[src/rtl/err_watchdog_if.sv]
// Bus between the processor-side stimulus and the watchdog monitor.
// The master drives retire activity and error flags; the slave reports the fault status.
interface err_watchdog_if #(
  parameter int NSRC = 4,
  parameter int CW   = 32
);
  logic            commit;
  logic            halt;
  logic [NSRC-1:0] err_src;
  logic            err;
  logic [2:0]      err_code;
  logic [NSRC-1:0] err_vec;
  logic            halted;
  logic [CW-1:0]   cycles;

  modport master (
    output commit, halt, err_src,
    input  err, err_code, err_vec, halted, cycles
  );

  modport slave (
    input  commit, halt, err_src,
    output err, err_code, err_vec, halted, cycles
  );
endinterface

[src/rtl/err_watchdog.sv]
// Processor run monitor: latches the first fault (error flag, commit timeout,
// cycle limit or activity after halt) and holds err until reset.
module err_watchdog #(
  parameter int NSRC       = 4,
  parameter int TIMEOUT    = 1000,
  parameter int MAX_CYCLES = 100000,
  parameter int CW         = 32
) (
  input  logic          clk,
  input  logic          rst,
  err_watchdog_if.slave bus
);
  typedef enum logic [1:0] {RUN, HALTED, FAULT} state_t;

  localparam logic [2:0] CODE_NONE = 3'd0;
  localparam logic [2:0] CODE_SRC  = 3'd1;
  localparam logic [2:0] CODE_IDLE = 3'd2;
  localparam logic [2:0] CODE_MAX  = 3'd3;
  localparam logic [2:0] CODE_HALT = 3'd4;

  // Values are only used when the matching limit is non-zero.
  localparam logic [CW-1:0] TIMEOUT_LAST = CW'(TIMEOUT - 1);
  localparam logic [CW-1:0] MAX_LAST     = CW'(MAX_CYCLES - 1);

  state_t          state_reg, state_next;
  logic [CW-1:0]   cycles_reg, cycles_next;
  logic [CW-1:0]   idle_reg, idle_next;
  logic [2:0]      code_reg, code_next;
  logic [NSRC-1:0] vec_reg, vec_next;
  logic            err_reg, halted_reg;

  always_ff @(posedge clk) begin
    if (rst) begin
      state_reg  <= RUN;
      cycles_reg <= '0;
      idle_reg   <= '0;
      code_reg   <= CODE_NONE;
      vec_reg    <= '0;
      err_reg    <= 1'b0;
      halted_reg <= 1'b0;
    end else begin
      state_reg  <= state_next;
      cycles_reg <= cycles_next;
      idle_reg   <= idle_next;
      code_reg   <= code_next;
      vec_reg    <= vec_next;
      err_reg    <= (state_next == FAULT);
      halted_reg <= (state_next == HALTED);
    end
  end

  always_comb begin
    state_next  = state_reg;
    cycles_next = cycles_reg;
    idle_next   = idle_reg;
    code_next   = code_reg;
    vec_next    = vec_reg;

    case (state_reg)
      RUN: begin
        // Both counters saturate, so the limit compares can never be skipped by a wrap.
        cycles_next = (cycles_reg == '1) ? cycles_reg : cycles_reg + 1'b1;
        if (bus.commit)
          idle_next = '0;
        else
          idle_next = (idle_reg == '1) ? idle_reg : idle_reg + 1'b1;

        if (bus.err_src != '0) begin
          state_next = FAULT;
          code_next  = CODE_SRC;
          vec_next   = bus.err_src;
        end else if (TIMEOUT != 0 && !bus.commit && idle_reg == TIMEOUT_LAST) begin
          state_next = FAULT;
          code_next  = CODE_IDLE;
        end else if (MAX_CYCLES != 0 && cycles_reg == MAX_LAST) begin
          state_next = FAULT;
          code_next  = CODE_MAX;
        end else if (bus.halt) begin
          state_next = HALTED;
        end
      end

      HALTED: begin
        if (bus.err_src != '0) begin
          state_next = FAULT;
          code_next  = CODE_SRC;
          vec_next   = bus.err_src;
        end else if (bus.commit || bus.halt) begin
          state_next = FAULT;
          code_next  = CODE_HALT;
        end
      end

      default: state_next = FAULT;
    endcase
  end

  assign bus.err      = err_reg;
  assign bus.err_code = code_reg;
  assign bus.err_vec  = vec_reg;
  assign bus.halted   = halted_reg;
  assign bus.cycles   = cycles_reg;
endmodule

[src/flat_wrapper.sv]
// flat-port wrapper written by rule: the top's interface ports become plain ports
module err_watchdog_flat 
#(
  parameter int NSRC       = 4,
  parameter int TIMEOUT    = 1000,
  parameter int MAX_CYCLES = 100000,
  parameter int CW         = 32
)
  (clk, rst, bus_commit, bus_halt, bus_err_src, bus_err, bus_err_code, bus_err_vec, bus_halted, bus_cycles);
  err_watchdog_if #(.NSRC(NSRC), .CW(CW)) bus_i ();
  input  logic clk;
  input  logic rst;
  input wire logic [$bits(bus_i.commit)-1:0] bus_commit;
  input wire logic [$bits(bus_i.halt)-1:0] bus_halt;
  input wire logic [$bits(bus_i.err_src)-1:0] bus_err_src;
  output wire logic [$bits(bus_i.err)-1:0] bus_err;
  output wire logic [$bits(bus_i.err_code)-1:0] bus_err_code;
  output wire logic [$bits(bus_i.err_vec)-1:0] bus_err_vec;
  output wire logic [$bits(bus_i.halted)-1:0] bus_halted;
  output wire logic [$bits(bus_i.cycles)-1:0] bus_cycles;
  assign bus_i.commit = bus_commit;
  assign bus_i.halt = bus_halt;
  assign bus_i.err_src = bus_err_src;
  assign bus_err = bus_i.err;
  assign bus_err_code = bus_i.err_code;
  assign bus_err_vec = bus_i.err_vec;
  assign bus_halted = bus_i.halted;
  assign bus_cycles = bus_i.cycles;
  err_watchdog #(.NSRC(NSRC), .TIMEOUT(TIMEOUT), .MAX_CYCLES(MAX_CYCLES), .CW(CW)) u_core (.clk(clk), .rst(rst), .bus(bus_i));
endmodule
[config.mk]
export PLATFORM = sky130hd
export DESIGN_NAME = err_watchdog_flat
export DESIGN_NICKNAME = d
export VERILOG_FILES = /design/src/rtl/err_watchdog_if.sv /design/src/rtl/err_watchdog.sv /design/src/flat_wrapper.sv
export SDC_FILE = /design/constraint.sdc
export NUM_CORES = 1
export LEC_CHECK = 0
export ABC_CLOCK_PERIOD_IN_PS = 2000
export CAP_MARGIN = 20
export CORE_MARGIN = 3
export CORE_UTILIZATION = 41
export DETAILED_ROUTE_END_ITERATION = 6
export PLACE_DENSITY_LB_ADDON = 0.08
export SLEW_MARGIN = 20
export SYNTH_ARGS = -nofsm -noshare
export SYNTH_HDL_FRONTEND = slang
export SYNTH_SLANG_ARGS = --single-unit
export TNS_END_PERCENT = 1
[constraint.sdc]
create_clock -name clk -period 2 [get_ports clk]
set_input_delay 0.2 -clock clk [delete_from_list [all_inputs] [get_ports clk]]
set_output_delay 0.2 -clock clk [all_outputs]
set_load 0.05 [all_outputs]
### Word level (Yosys, flattened, before mapping)

Cells that the tools add are included.

* $add $sub $neg: 2
* multipliers: 0
* divide/modulo/power cells: 0
* order comparisons: 0
* eq/ne operators: 10
* shift-type cells: 0
* muxes and demuxes: 15
* bitwise operators: 1
* reductions and logical operators: 11

Operators with widths (count)
* adder 32 x 1 -> 32 bit (second input constant): 2
* equality test 32 bit (second input constant): 2
* 2-to-1 mux 32 bit: 2
* equality test 32 x 10 -> 1 bit (second input constant): 1
* equality test 32 x 17 -> 1 bit (second input constant): 1
* 2-to-1 mux 3 bit: 5
* 2-to-1 mux 2 bit: 6
* case mux 3 bit (2 select lines): 1
* AND reduction 2 bit: 3
* equality test 2 x 1 -> 1 bit (second input constant): 2
* inequality test 4 x 1 -> 1 bit (second input constant): 1
* case mux 2 bit (2 select lines): 1
* nonzero test 4 bit: 1
* inequality test 3 x 1 -> 1 bit (second input constant): 1
* AND reduction 3 bit: 1
* equality test 2 bit (second input constant): 1
* logical NOT 2 bit: 1
* inequality test 2 bit (second input constant): 1
* nonzero test 2 bit: 1
* OR reduction 2 bit: 1
* logical AND 1 bit: 1
* logical NOT 1 bit: 1
* logical OR 1 bit: 1
* inverter 1 bit: 1

* flip-flop bits (word level): 75
* latch bits: 0
* RAM bits: 0
* ROM bits: 0
* input bits: 8
* output and inout port bits: 41
* logic and storage cells: 46
* memories: 0

### Depth between registers and ports, before layout

* depth after elaboration: 6
* gate-level depth with buffers: 8
* depth with buffers taken out: 6

### Least setup slack after synthesis

OpenSTA, ideal clock, no wires.

* kind: register to register
* start point: reg u_core.cycles_reg[0] (netlist: u_core.bus.cycles[0])
* end point: reg u_core.cycles_reg[21] (netlist: u_core.bus.cycles[21])
* setup time: 0.070 ns
* data arrival time: 2.189 ns
* required time: 1.930 ns
* setup slack: -0.259 ns
* cell stages (with the launch flop): 8
* buffers on the path: 1
* clock period less this slack: 2.259 ns
* cells stage by stage: dfxtp_1 > ha_1 > nand2_1 > or3_1 > buf_2 > o311ai_2 > o21ai_0 > a21oi_1

* longest elaborated chain between the ends: 3
* elaborated cells on any way between the ends: 4
* those cells by class: 1 x add/sub; 1 x eq/ne; 1 x bitwise; 1 x reduce/logical

RTL lines
* start, declared: RTL line err_watchdog.sv:26 `logic [CW-1:0] cycles_reg, cycles_next;`
* start signal, assigned: RTL line err_watchdog.sv:43 `cycles_reg <= cycles_next;`
* parallel branches: the longest is 3 deep, another holds adder 32 x 1 -> 32 bit

Several ways; the timed one is not identified.
A chain may end at the register's enable or synchronous reset.

### Worst setup path in the final report

* start point: reg u_core.cycles_reg[23] (netlist: u_core.bus.cycles[23])
* end point: reg u_core.cycles_reg[31] (netlist: u_core.bus.cycles[31])

Same word-level chain as after synthesis.

==> impl_metrics.py <==
metrics = {
    "drt": {
        "antenna_left": 0,
        "route.detailed.drc": 0,
        "drt_wl_total_mm": 10.9,
        "first_iter_violations": 137,
        "vias": 4015,
        "via_per_inst": 5.70,
        "routedWlPerCell_um": 15.4,
        "drt-pass1-iter-count": 4,
    },
    "global_routing": {
        "grt_pass1_vias": 3820,
        "overflow": 0,
        "grt_usage_pct": 20.1,
        "grt_max_degree": 30,
        "antenna_found_initial": 0,
        "grt_pass1_wl_mm": 18.5,
    },
    "cts": {
        "clockRootBuffer": "clkbuf_8",
        "postCtsSetupBuffers": 0,
        "path_clk_slew_ns": 0.08,
        "clock_path_buffers": 2,
        "clk_latency_ns": 0.34,
        "htree_levels": 3,
        "numCtsBuffers": 9,
        "cts_sinks": 75,
        "cts_tree": "yes",
    },
    "place": {
        "port-buffer-count": 48,
        "hpwl_mm": 7.90,
        "gp_congestion": 0.896,
    },
    "yosys": {
        "syn_area_um2": 3960,
        "yosysUniqueCellTypes": 58,
        "synth-seq-area-share_pct": 37.9,
        "synth_edf_count": 0,
        "syn_inst": 488,
        "ys_ff_latch": 75,
        "ys_async_sr_fraction_pct": 0,
        "ys_warn_count": 0,
        "synth_ff_type": "dfxtp_1",
        "synth_area_per_cell_um2": 8.12,
        "synthesis.nets": 498,
    },
    "sta": {
        "max_freq_ghz": 0.521,
        "min_period_ns": 1.92,
        "finClkSkew_ns": 0.00773,
        "rsz0062_at_grt": "true",
        "hold_viol": 0,
        "finalSetupTns_ns": 0,
        "setup_viol": 0,
        "worstMarginPinSlew_ns": 0.518,
        "slew_violations": 0,
        "maxSlewHeadroom_pct": 65.4,
        "fin_crit_sh_pct": 96.0,
    },
    "power_and_ir_drop": {
        "power_density_nw_per_um2": 587,
        "ir_drop_mv": 0.388,
        "p_leak_nw": 1.71,
        "switching_share_pct": 22.8,
        "power.internal_mw": 2.39,
        "power_switching_uw": 708,
        "pwr-share-comb_pct": 6.9,
        "p_total_mw": 3.10,
        "pwr-share-seq_pct": 48.9,
        "clockPowerShare_pct": 44.2,
    },
    "floorplan": {
        "coreArea_um2": 9330,
        "dieArea_um2": 10900,
        "fp.dieW_um": 104,
        "floorplan.rows": 35,
        "start_util_pct": 42.5,
        "fp.dieH_um": 104,
        "io_pins": 49,
    },
    "worst_hold_path": {
        "hold_depth": 3,
        "hp-class": "input port to flip-flop",
        "hold_end": "u_core.bus.err_vec[0]",
        "min-delay-start": "bus_err_src[0]",
    },
    "critical_path": {
        "worst_ep_required_time_ns": 2.24,
        "path_max_fanout": 7,
        "path_class": "flip-flop to flip-flop",
        "reg2reg_to": "u_core.bus.cycles[31]",
        "endpoint_kind": "flip-flop",
        "r2r_slack_ns": 0.08,
        "arrival_ns": 2.16,
        "reg2reg_from": "u_core.bus.cycles[23]",
        "start_kind": "flip-flop",
        "reg2reg_depth": 6,
    },
    "run_status": {
        "status": "complete, no violations",
    },
    "job": {
        "max-cap-violations": 0,
    },
    "cells_and_area": {
        "drive_above_1_share_pct": 23.8,
        "finalNetCount": 580,
        "final_cell_mix": "55 x a21oi_1, 48 x clkdlybuf4s50_1, 47 x buf_4",
        "final_common_cell": "a21oi_1",
        "antenna_cells": 0,
        "syn_to_final_growth_pct": 33.3,
    },
}
-- cell usage after synthesis, types with 7 or more instances --
cell / number / share of area, %
nor4_1: 14 / 2.2
or3_1: 34 / 5.4
o21ai_0: 41 / 5.2
dfxtp_1: 75 / 38
and3_1: 8 / 1.3
nand4_1: 25 / 3.9
nor2_1: 22 / 2.1
a21oi_1: 56 / 7.1
buf_2: 8 / 1.0
or4_1: 10 / 1.9
inv_1: 9 / 0.85
nand2_1: 39 / 3.7
and4_1: 7 / 1.5
nand3_1: 21 / 2.7
clkbuf_1: 14 / 1.3
nor3_1: 7 / 0.88
o31ai_1: 10 / 1.9
-- power by group through the flow --
stage          logic (mW)  registers (mW)  clock network, mW
2_1_floorplan      0.0787            1.59                  0
3_3_place_gp        0.211            1.55                  0
3_5_place_dp        0.212            1.55                  0
4_1_cts             0.212            1.52               1.41
5_1_grt             0.231            1.52               1.46
6_report            0.214            1.52               1.37
-- stage by stage --
| stage | std cells | instance area, µm² | utilization (%) | setup WS, ns | hold WS (ns) |
|---|---|---|---|---|---|
| floorplan | 488 | 4000 | - | -0.0259 | 0.340 |
| global placement | 688 | 4920 | 52.8 | 0.0190 | 0.461 |
| detailed placement | 688 | 4920 | 52.8 | -0.0156 | 0.467 |
| CTS | 704 | 5160 | 55.3 | 0.0212 | 0.423 |
| global route | 704 | 5280 | 56.6 | -0.0288 | 0.433 |
| finish | 704 | 5280 | 56.6 | 0.0792 | 0.443 |
-- layout make-up --
cell class	instances	area, µm²
inverter	9	33.8
sequential	75	1550
clock inverter	4	70.1
fill	883	4040
multi-input combinational	377	2420
tap	129	161
timing repair buffer	98	876
clock buffer	12	166
-- critical path, stage by stage, from the launching register on --
cell       delay, ns
dfxtp_2         0.34
and4_2          0.27
buf_4           0.16
and4_2          0.29
a2111oi_4       0.34
nand3_1         0.13
mux2_2          0.27
-- cells by family (layout without fill, tap and decap cells) --
| kind of cell | after synthesis | count (layout) | synth area share [%] |
|---|---|---|---|
| xor gates and xnor gates | 7 | 7 | 1.55 |
| buffers and inverters | 36 | 123 | 3.88 |
| adders and majority gates | 2 | 2 | 0.631 |
| DFF | 75 | 75 | 37.9 |
| AOI/OAI and AO/OA | 136 | 136 | 20.1 |
| and+or+nand+nor | 230 | 230 | 35.3 |
| muxes | 2 | 2 | 0.568 |
-- how the worst max path moves through the flow --
stage	endpoint	slack, ns	startpoint
CTS	u_core.bus.err_code[1]	0.02	u_core.bus.cycles[27]
floorplan	u_core.bus.cycles[7]	-0.03	u_core.bus.cycles[27]
global placement	u_core.bus.halted	0.02	bus_commit
detailed placement	u_core.bus.err_code[1]	-0.02	bus_commit
global route	u_core.bus.cycles[31]	-0.03	u_core.bus.cycles[22]
finish	u_core.bus.cycles[31]	0.08	u_core.bus.cycles[23]
-- layer usage --
layer	track usage [%]	up-vias	wire, µm
li1	-	2024	-
met4	5.60	0	143
met5	0	-	0
met2	35.6	78	5540
met3	4.41	15	354
met1	24.4	1898	4830
-- what timing repair did --
action	4_1_cts	5_1_grt
hold buffers	0	0
endpoints found under the hold margin	0	0
endpoints found under the setup margin	0	48
gates resized for setup	0	31
(Power assumes the default switching activity.)
